## config.mk

```make
export PLATFORM = sky130hd
export DESIGN_NAME = mux_project_sel_ctrl
export DESIGN_NICKNAME = d
export VERILOG_FILES = /design/src/rtl/mux_project_sel_ctrl.sv
export SDC_FILE = /design/constraint.sdc
export NUM_CORES = 1
export LEC_CHECK = 0
export CAP_MARGIN = 20
export CORE_AREA = 2 2 342 344
export CTS_CLUSTER_DIAMETER = 100
export CTS_CLUSTER_SIZE = 24
export DETAILED_ROUTE_END_ITERATION = 16
export DIE_AREA = 0 0 344 346
export REMOVE_ABC_BUFFERS = 1
export SYNTH_ARGS = -nofsm -noshare
export SYNTH_HDL_FRONTEND = slang
export SYNTH_SLANG_ARGS = --single-unit
```

## constraint.sdc

```tcl
create_clock -name clk -period 6.92 [get_ports clk]
set_clock_uncertainty 0.2 [all_clocks]
set_input_delay 1.384 -clock clk [delete_from_list [all_inputs] [get_ports clk]]
set_output_delay 1.384 -clock clk [all_outputs]
set_load 0.02 [all_outputs]
```

## src/rtl/mux_project_sel_ctrl.sv

```systemverilog
// Project-select controller: accepts a project address, sequences a quiesce/switch/reset
// handover with one-hot ena, broadcasts iw and registers the selected wrapper's ow to the pads.
module mux_project_sel_ctrl #(
  parameter int NUM_PROJ   = 32,
  parameter int ADDR_W     = 5,
  parameter int RST_CYCLES = 4
) (
  input  logic                   clk,
  input  logic                   rst,
  input  logic [ADDR_W-1:0]      addr_i,
  input  logic                   addr_valid,
  output logic                   addr_ready,
  output logic                   addr_err,
  output logic                   busy,
  output logic [ADDR_W-1:0]      active_addr,
  input  logic [7:0]             ui_in,
  input  logic [7:0]             uio_in,
  output logic [NUM_PROJ-1:0]    ena,
  output logic [17:0]            iw,
  input  logic [NUM_PROJ*24-1:0] ow_bus,
  output logic [7:0]             uo_out,
  output logic [7:0]             uio_out,
  output logic [7:0]             uio_oe
);

  localparam int CNT_W = (RST_CYCLES > 1) ? $clog2(RST_CYCLES) : 1;

  typedef enum logic [2:0] {IDLE, RUN, QUIESCE, SWITCH, RESET} state_t;

  state_t            state;
  logic [ADDR_W-1:0] pend_addr;
  logic              pend_ok;
  logic [CNT_W-1:0]  cnt;
  logic              proj_rst_n;
  logic              accept;
  logic              addr_ok;
  logic [23:0]       sel_ow;

  function automatic logic [NUM_PROJ-1:0] onehot(input logic [ADDR_W-1:0] a);
    return NUM_PROJ'(1) << a;
  endfunction

  assign accept  = addr_valid && addr_ready;
  assign addr_ok = int'(addr_i) < NUM_PROJ;
  assign iw      = {uio_in, ui_in, proj_rst_n, clk};

  always_comb begin
    sel_ow = '0;
    for (int k = 0; k < NUM_PROJ; k++) begin
      if (active_addr == ADDR_W'(k)) sel_ow = ow_bus[24*k +: 24];
    end
  end

  always_ff @(posedge clk or posedge rst) begin
    if (rst) begin
      state       <= IDLE;
      ena         <= '0;
      proj_rst_n  <= 1'b0;
      active_addr <= '0;
      addr_ready  <= 1'b1;
      addr_err    <= 1'b0;
      busy        <= 1'b0;
      pend_addr   <= '0;
      pend_ok     <= 1'b0;
      cnt         <= '0;
      uo_out      <= '0;
      uio_out     <= '0;
      uio_oe      <= '0;
    end else begin
      addr_err <= 1'b0;
      // Leaving RUN on this edge already zeroes the pads, so uio_oe never leaks into QUIESCE.
      if (state == RUN && !accept) {uio_oe, uio_out, uo_out} <= sel_ow;
      else                         {uio_oe, uio_out, uo_out} <= '0;

      case (state)
        IDLE: begin
          if (accept) begin
            if (addr_ok) begin
              state       <= SWITCH;
              ena         <= onehot(addr_i);
              active_addr <= addr_i;
              addr_ready  <= 1'b0;
              busy        <= 1'b1;
            end else begin
              addr_err <= 1'b1;
            end
          end
        end
        RUN: begin
          if (accept) begin
            state      <= QUIESCE;
            pend_addr  <= addr_i;
            pend_ok    <= addr_ok;
            cnt        <= CNT_W'(RST_CYCLES - 1);
            proj_rst_n <= 1'b0;
            addr_ready <= 1'b0;
            busy       <= 1'b1;
          end
        end
        QUIESCE: begin
          if (cnt == '0) begin
            if (pend_ok) begin
              // Direct old->new hand-off keeps ena one-hot on every cycle.
              state       <= SWITCH;
              ena         <= onehot(pend_addr);
              active_addr <= pend_addr;
            end else begin
              state      <= IDLE;
              ena        <= '0;
              addr_err   <= 1'b1;
              addr_ready <= 1'b1;
              busy       <= 1'b0;
            end
          end else begin
            cnt <= cnt - CNT_W'(1);
          end
        end
        SWITCH: begin
          state <= RESET;
          cnt   <= CNT_W'(RST_CYCLES - 1);
        end
        RESET: begin
          if (cnt == '0) begin
            state      <= RUN;
            proj_rst_n <= 1'b1;
            addr_ready <= 1'b1;
            busy       <= 1'b0;
          end else begin
            cnt <= cnt - CNT_W'(1);
          end
        end
        default: begin
          state      <= IDLE;
          ena        <= '0;
          proj_rst_n <= 1'b0;
          addr_ready <= 1'b1;
          busy       <= 1'b0;
        end
      endcase
    end
  end

endmodule

```

==> metrics.cfg, run 1 <==
[synth]
synth_area_um2=10600
synth_seq_cells=76
ys.flop_type=dfrtp_1
synth_edf_count=0
ys.warnings.count=0
synth.avg_cell_area_um2=7.55
synth_cell_type_count=85
synth_top_area_cell=dfrtp_1
syn_inst=1403
seq_area_frac_synth=0.180
synthDominantCellAreaShare=0.177
async_flop_share=1.00
synth_top_cells_by_area=dfrtp_1 (18%), a22oi_1 (6.7%), a21oi_1 (6.2%)

[global_routing]
met3_usage=0.0778
grt_pass1_wl_um=181000
met1_usage=0.306
grt_max_degree=86
grt.total_usage=0.231
grt_most_used_layer=met2
grt_overflow=0
grt_use_met2=0.362
grt_pass1_vias=17008
antenna_found_initial=91

[power_and_ir_drop]
power_w=0.00177
internal-power_w=0.00127
pwr-share-comb=0.349
p_sw_frac=0.284
pwr-share-seq=0.250
p_leak_nw=7.14
power_density_nw_per_um2=84.1
power_frac_clock=0.400
vdd_drop_max_mv=0.112
p_sw_w=0.000503

[clock_network]
clk_pin_slew_worst_paths_ps=80
insertion_delay_ps=510
cts_tree=done
cts-resized-gates=0
cts_hold_buf=0
cts_setup_buffers=0

[sta]
hold_viol=0
slew_headroom=0.241
setup_viol=0
slew_viol_final=0
tightest_slew_ps=1130
rsz0062_at_grt=no

[routing]
wl_per_cell_um=38.8
firstDrtPassIters=8
viasPerCell=4.60
drt_iter0_drc=1928
ant_nets=0
drc=0
drt_wl_total_um=144000
vias=17120

[die]
ios=874
coreArea_um2=115000
rows=125
die_area_um2=119000
die-height_um=346
dieWidth_um=344
initial_core_util=0.0918

[layout]
n_fill_cell=13010
regArea_um2=1910
multi_input_area_um2=7830
layout_commonest_cell=clkdlybuf4s50_1
area_growth_pct=98.9
mostFrequentLayoutCells=clkdlybuf4s50_1 (841), nand2_1 (135), a21oi_1 (131), o21ai_0 (98), nor2_1 (95)
fin_util=0.183
layout-drive-gt1-share=0.0803
nNetsFinal=2956

[worst_setup_path]
r2r_cells=8
worstSetupPathType=clock port to primary output
arrival_ps=4230
startpoint=clk
reg2reg_to=uio_out[6]$_DFF_PP0_
crit_fanout=2
endpoint_kind=primary output
reg2reg_from=active_addr[1]$_DFFE_PP0P_
ff2ff_setup_slack_ps=2530
start_kind=clock port
crit_path_end=iw[0]
required_ps=5340

[placement]
io_buffers=841
dpl.hpwl_um=121000
place.gp.congestion=0.977

[hold_path]
hp-class=flip-flop to flip-flop

[outcome]
status=finished, final reports clean

[flow_run]
maxCapViolCount=0

==> power by group through the flow <==
stage	combinational, W	clock (W)	sequential [W]
6_report	0.000618	0.000710	0.000444
5_1_grt	0.000642	0.000751	0.000444
4_1_cts	0.000622	0.000737	0.000444
3_5_place_dp	0.000617	0.0000194	0.000453
3_3_place_gp	0.000624	0.0000194	0.000453
2_1_floorplan	0.0000608	0	0.000453
==> critical path, cell delays in order <==
cell	delay [ps]
clkbuf_16	120
clkbuf_16	130
clkdlybuf4s50_1	520
==> synthesized netlist by cell type (8+ instances only) <==
| cell type | number |
|---|---|
| mux2_2 | 17 |
| nand4_1 | 18 |
| buf_2 | 61 |
| nand2_1 | 135 |
| o2111ai_1 | 9 |
| a2111oi_0 | 15 |
| a221oi_1 | 30 |
| a21oi_1 | 131 |
| a22oi_1 | 94 |
| a222oi_1 | 13 |
| o32ai_1 | 8 |
| a21o_1 | 11 |
| nor2b_1 | 21 |
| nand3_1 | 25 |
| clkbuf_1 | 37 |
| a22o_1 | 33 |
| o2bb2ai_1 | 9 |
| buf_4 | 41 |
| a31oi_1 | 17 |
| o21ai_0 | 98 |
| mux4_2 | 22 |
| nor2_1 | 103 |
| nor3_1 | 31 |
| nor2_2 | 10 |
| dfrtp_1 | 75 |
| a32oi_1 | 12 |
| inv_1 | 19 |
| o211ai_1 | 14 |
| nand2b_1 | 21 |
| nor4_1 | 11 |
| o221ai_1 | 14 |
| o22ai_1 | 43 |
| mux2i_1 | 39 |
| and3_1 | 35 |
==> logic make-up (layout without fill, tap and decap cells) <==
family          Yosys count  in the layout  synth area share
buf+inv                 173            938            0.0905
compound gates          606            606             0.392
xor+xnor                  1              1          0.000827
fa+ha+maj                 1              1           0.00118
simple gates            465            465             0.226
mux                      81             81             0.109
other cells               0             27                 0
flops                    76             76             0.180
==> stage by stage <==
step / setup TNS [ps] / instance area (µm²) / setup slack, ps / instances / hold WS [ps]
CTS: 0 / 21000 / 1100 / 3692 / 288
global placement: 0 / 20600 / 1370 / 3671 / 270
finish: 0 / 21100 / 1110 / 3719 / 284
floorplan: -202 / 9710 / -121 / 1250 / 285
global route: 0 / 21000 / 1090 / 3701 / 323
detailed placement: 0 / 20600 / 1370 / 3673 / 270
==> state kept, by name (all words and copies together) (netlist names) <==
name         count
ena             32
uio_oe           8
uio_out          8
uo_out           8
active_addr      5
pend_addr        5
state            3
cnt              2
addr_err         1
addr_ready       1
busy             1
pend_ok          1
proj_rst_n       1
==> final cells by class <==
class | count | share of cell area
Multi-Input combinational cell | 1154 | 0.371
Clock buffer | 14 | 0.0149
Sequential cell | 76 | 0.0908
Inverter | 20 | 0.00362
Timing Repair Buffer | 898 | 0.421
Antenna cell | 27 | 0.00321
Tap cell | 1524 | 0.0905
Clock inverter | 6 | 0.00451
==> worst min-delay path by stage <==
stage	start	slack, ps	end	depth (start not counted)
after floorplan	cnt[0]$_DFFE_PP0P_	290	cnt[0]$_DFFE_PP0P_	1
after global placement	ena[0]$_DFFE_PP0P_	270	ena[0]$_DFFE_PP0P_	2
after detailed placement	ena[1]$_DFFE_PP0P_	270	ena[1]$_DFFE_PP0P_	2
after CTS	ena[1]$_DFFE_PP0P_	290	ena[1]$_DFFE_PP0P_	2
after global routing	ena[2]$_DFFE_PP0P_	320	ena[2]$_DFFE_PP0P_	2
final	ena[1]$_DFFE_PP0P_	280	ena[1]$_DFFE_PP0P_	2
==> layer usage <==
layer	part of all wire	vias up
met5	0.0043	-
met4	0.018	98
met3	0.10	247
met2	0.45	1210
met1	0.43	8503
li1	-	7062
Note: power is estimated with default switching activity, not from simulation.
==> run 2: changes to the inputs <==
--- a/config.mk
+++ b/config.mk
@@ -6,11 +6,11 @@
 export NUM_CORES = 1
 export LEC_CHECK = 0
 export CAP_MARGIN = 20
-export CORE_AREA = 2 2 342 344
+export CORE_AREA = 2 2 337 339
 export CTS_CLUSTER_DIAMETER = 100
 export CTS_CLUSTER_SIZE = 24
 export DETAILED_ROUTE_END_ITERATION = 16
-export DIE_AREA = 0 0 344 346
+export DIE_AREA = 0 0 339 341
 export REMOVE_ABC_BUFFERS = 1
 export SYNTH_ARGS = -nofsm -noshare
 export SYNTH_HDL_FRONTEND = slang
==> constraint.sdc (replaced) <==
create_clock -name clk -period 4.7 [get_ports clk]
set_clock_uncertainty 0.2 [all_clocks]
set_input_delay 0.94 -clock clk [delete_from_list [all_inputs] [get_ports clk]]
set_output_delay 0.94 -clock clk [all_outputs]
set_load 0.02 [all_outputs]
==> run 2 against run 1 <==
Combinational power increased by 44%; routed wire length rose by 0.86%; worst hold slack gained 3.5 ps; via count shrank 0.53%; sequential cell count unchanged; sequential share of layout area down 0.062 points; critical path depth did not move; global-route usage up 1.0 points; first-iteration DRC count decreased by 6.0%.
==> metrics.cfg, run 2 (synthesized netlist as in run 1, its figures left out) <==
[sta]
tightest_slew_ps=1040
hold_viol=0
slew_headroom=0.305
setup_tns_ps=0
setup_viol=0
slew_viol_final=0
setup_slack_ps=439
rsz0062_at_grt=no

[global_routing]
antenna_found_initial=121
grt_pass1_wl_um=184000
grt_pass1_vias=17054
grt_max_degree=89
grt_overflow=0
met1_usage=0.300
met3_usage=0.110
grt.total_usage=0.241
grt_most_used_layer=met2
grt_use_met2=0.383

[layout]
area_growth_pct=100
fin_util=0.190
mostFrequentLayoutCells=clkdlybuf4s50_1 (841), nand2_1 (135), a21oi_1 (131), o21ai_0 (98)
layout_commonest_cell=clkdlybuf4s50_1
regMostFlops=ena
layout-drive-gt1-share=0.0871
nNetsFinal=2970
largest_reg_flops=32

[clock_network]
clk_pin_slew_worst_paths_ps=60
cts-resized-gates=0
cts_setup_buffers=0
cts_tree=done
insertion_delay_ps=490
cts_hold_buf=0

[die]
die-height_um=341
ios=874
rows=123
initial_core_util=0.0947
coreArea_um2=112000
die_area_um2=116000
dieWidth_um=339

[worst_setup_path]
timing.critical_path.buf_inv=3
cpLargestDelayFamily=buffers and inverters
cp_slowest_cell=clkdlybuf4s50_1
ff2ff_setup_slack_ps=1000
required_ps=3560
r2r_cells=7
arrival_ps=3120
crit_cells=3
crit_fanout=2
start_kind=clock port
crit_top_cell=clkbuf_16
cp_cell_sequence=clkbuf_16 -> clkbuf_16 -> clkdlybuf4s50_1
endpoint_kind=primary output
cpPeakStageDelay_ps=520
worstSetupPathType=clock port to primary output

[power_and_ir_drop]
p_leak_nw=7.21
p_sw_frac=0.260
p_sw_w=0.000665
internal-power_w=0.00189
pwr-share-comb=0.348
power_density_nw_per_um2=120
vdd_drop_max_mv=0.156
pwr-share-seq=0.256
power_frac_clock=0.396

[routing]
wl_per_cell_um=39.1
vias=17029
drc=0
viasPerCell=4.57
drt_wl_total_um=146000
firstDrtPassIters=6
drt_iter0_drc=1812
ant_nets=0

[outcome]
status=finished, final reports clean

[placement]
place_ws_ps=702
dpl.hpwl_um=124000
io_buffers=841
place.gp.congestion=0.933

[hold_path]
hp-class=flip-flop to flip-flop
min_path_cells=2

[flow_run]
maxCapViolCount=0

[run 2: per-layer routing]
metal | part of all wire | vias to the layer above
met5 | 0.0061 | -
met4 | 0.021 | 140
met3 | 0.12 | 263
met2 | 0.45 | 1112
met1 | 0.41 | 8399
li1 | - | 7115
[run 2: path summary, 6_finish.rpt]
| kind | startpoint | end |
|---|---|---|
| min in group asynchronous | rst | uio_out[6]$_DFF_PP0_ |
| setup reg to reg | active_addr[1]$_DFFE_PP0P_ | uio_oe[6]$_DFF_PP0_ |
| max in group asynchronous | rst | addr_ready$_DFFE_PP1P_ |
| hold reg to reg | ena[2]$_DFFE_PP0P_ | ena[2]$_DFFE_PP0P_ |
| setup / recovery | clk | iw[0] |
| hold / removal | ena[2]$_DFFE_PP0P_ | ena[2]$_DFFE_PP0P_ |
[run 2: layout make-up]
class                      count  area, µm²
clock buffer                  15        338
fill                       12560      90700
sequential                    76       1910
multi-input combinational   1154       7820
timing repair buffer         912       9000
tap                         1500       1880
antenna                       42        105
inverter                      20       76.3
clock inverter                 5       83.8
[run 2: stage by stage]
stage | total power, W | area [µm²] | instances | hold WS (ps)
after global routing | 0.00264 | 21100 | 3694 | 319
after detailed placement | 0.00158 | 20700 | 3662 | 276
after global placement | 0.00158 | 20600 | 3660 | 269
after CTS | 0.00258 | 21100 | 3681 | 291
final | 0.00256 | 21200 | 3724 | 288
after floorplan | 0.000756 | 9710 | 1250 | 285
[run 2: worst register-to-register path: cells and delay by family (launching register included)]
family	cells	cell delay (ps)
buf+inv	1	580
flops	1	550
simple gates	1	360
compound gates	5	1930
[run 2: power groups by stage]
stage	combinational, W	clock (W)	sequential [W]
finish	0.000890	0.00101	0.000654
global placement	0.000889	0.0000286	0.000666
floorplan	0.0000895	0	0.000666
global route	0.000929	0.00106	0.000653
detailed placement	0.000885	0.0000286	0.000666
CTS	0.000892	0.00104	0.000653
==> run 3: changes to the inputs <==
--- a/config.mk
+++ b/config.mk
@@ -11,6 +11,7 @@
 export CTS_CLUSTER_SIZE = 24
 export DETAILED_ROUTE_END_ITERATION = 16
 export DIE_AREA = 0 0 339 341
+export GPL_ROUTABILITY_DRIVEN = 0
 export REMOVE_ABC_BUFFERS = 1
 export SYNTH_ARGS = -nofsm -noshare
 export SYNTH_HDL_FRONTEND = slang
==> run 3 against run 2 <==
Highest routed layer unchanged; final cell count is 0.24% lower; critical path depth unchanged; sequential share of layout area barely moved; register-to-register slack got worse by 90 ps; utilization shrank 0.090 points; count of clock-buffer cells in the layout is 1 lower; critical endpoint unchanged; sequential cell count stayed put; global-route usage shrank 0.65 points; largest cell class unchanged; first-iteration DRC count increased by 6.1%; setup slack improved by 4.5 ps; non-clock buffer count down 8.
==> metrics.cfg, run 3 (synthesized netlist as in run 1, its figures left out) <==
[power_and_ir_drop]
internal-power_w=0.00181
power_frac_clock=0.379
p_sw_frac=0.270
pwr-share-comb=0.358
p_leak_nw=7.16
pwr-share-seq=0.263
p_sw_w=0.000669
vdd_drop_max_mv=0.187
power_density_nw_per_um2=118

[clock_network]
cts_setup_buffers=0
cts_hold_buf=0
cts_tree=done
cts-resized-gates=0
insertion_delay_ps=500
clk_pin_slew_worst_paths_ps=60

[routing]
vias=17271
drt_wl_total_um=142000
m1WireLength_um=57100
wl_met2_um=62400
met3_length_um=17800
viasPerCell=4.65
ant_nets=0
top_layer=met5
drt_iter0_drc=1923
wl_per_cell_um=38.2
drc=0
firstDrtPassIters=7

[worst_setup_path]
start_kind=clock port
required_ps=3560
reg2reg_to=uio_oe[1]$_DFF_PP0_
crit_fanout=2
arrival_ps=3120
endpoint_kind=primary output
worstSetupPathType=clock port to primary output
r2r_cells=7
ff2ff_setup_slack_ps=910
reg2reg_from=active_addr[1]$_DFFE_PP0P_

[sta]
setup_viol=0
tightest_slew_ps=1220
hold_viol=0
whs_ps=296
rsz0062_at_grt=no
setup_slack_ps=443
slew_viol_final=0
slew_headroom=0.186

[layout]
n_fill_cell=12580
design_area_um2=21100
layout-drive-gt1-share=0.0833
fin_cells=3715
layout_commonest_cell=clkdlybuf4s50_1
regMostFlops=ena
largest_reg_flops=32
mostFrequentLayoutCells=clkdlybuf4s50_1 (841), nand2_1 (135), a21oi_1 (131), o21ai_0 (98)
nNetsFinal=2962
area_growth_pct=99.4

[outcome]
status=finished, final reports clean

[global_routing]
grt_overflow=0
grt_max_degree=95
grt.total_usage=0.235
antenna_found_initial=135
grt_pass1_wl_um=180000
grt_pass1_vias=16892

[placement]
place_ws_ps=702
placedCellCount=3653
place_area_um2=20600
dpl.hpwl_um=121000
io_buffers=841

[die]
rows=123
die_area_um2=116000
die-height_um=341
ios=874
dieWidth_um=339
coreArea_um2=112000
initial_core_util=0.0947

[hold_path]
holdPathEnd=ena[3]$_DFFE_PP0P_
hold_start=ena[3]$_DFFE_PP0P_
min_path_cells=2
hp-class=flip-flop to flip-flop

[flow_run]
maxCapViolCount=0

run 3: area by class of cell:
class,count,area (µm²),share of cell area
multi-input combinational,1154,7820,0.370
inverter,20,76.3,0.00361
tap,1500,1880,0.0889
clock inverter,6,71.3,0.00338
timing repair buffer,904,8940,0.423
clock buffer,14,314,0.0149
sequential,76,1910,0.0907
antenna,41,103,0.00486
run 3: per-stage QoR:
step           setup TNS, ps  power (W)   util
2_1_floorplan         -50420   0.000756      -
3_3_place_gp               0    0.00157  0.184
3_5_place_dp               0    0.00157  0.184
4_1_cts                    0    0.00251  0.188
5_1_grt                    0    0.00257  0.188
6_report                   0    0.00248  0.189
run 3: power groups by stage:
stage | combinational (W) | sequential (W) | clock, W
finish | 0.000887 | 0.000653 | 0.000941
global route | 0.000923 | 0.000653 | 0.000991
CTS | 0.000881 | 0.000653 | 0.000975
detailed placement | 0.000875 | 0.000666 | 0.0000286
global placement | 0.000872 | 0.000666 | 0.0000286
floorplan | 0.0000895 | 0.000666 | 0
run 3: worst max-delay path by stage:
stage                               start             endpoint  depth (start not counted)
3_5_place_dp                          clk                iw[0]                          1
3_3_place_gp   active_addr[2]$_DFFE_PP0P_  uio_oe[5]$_DFF_PP0_                          7
5_1_grt                               clk                iw[0]                          3
4_1_cts                               clk                iw[0]                          3
6_report                              clk                iw[0]                          3
2_1_floorplan  active_addr[1]$_DFFE_PP0P_  uio_oe[5]$_DFF_PP0_                          6
run 3: layer usage:
layer  vias to the layer above  track usage
met5                         -            0
met4                       160       0.0472
met3                       320        0.117
met2                      1260        0.369
met1                      8427        0.288
li1                       7104            -
run 3: worst max-delay path, cell delays in order:
cell and delay, ps:
clkbuf_16 120, clkbuf_16 130, clkdlybuf4s50_1 520
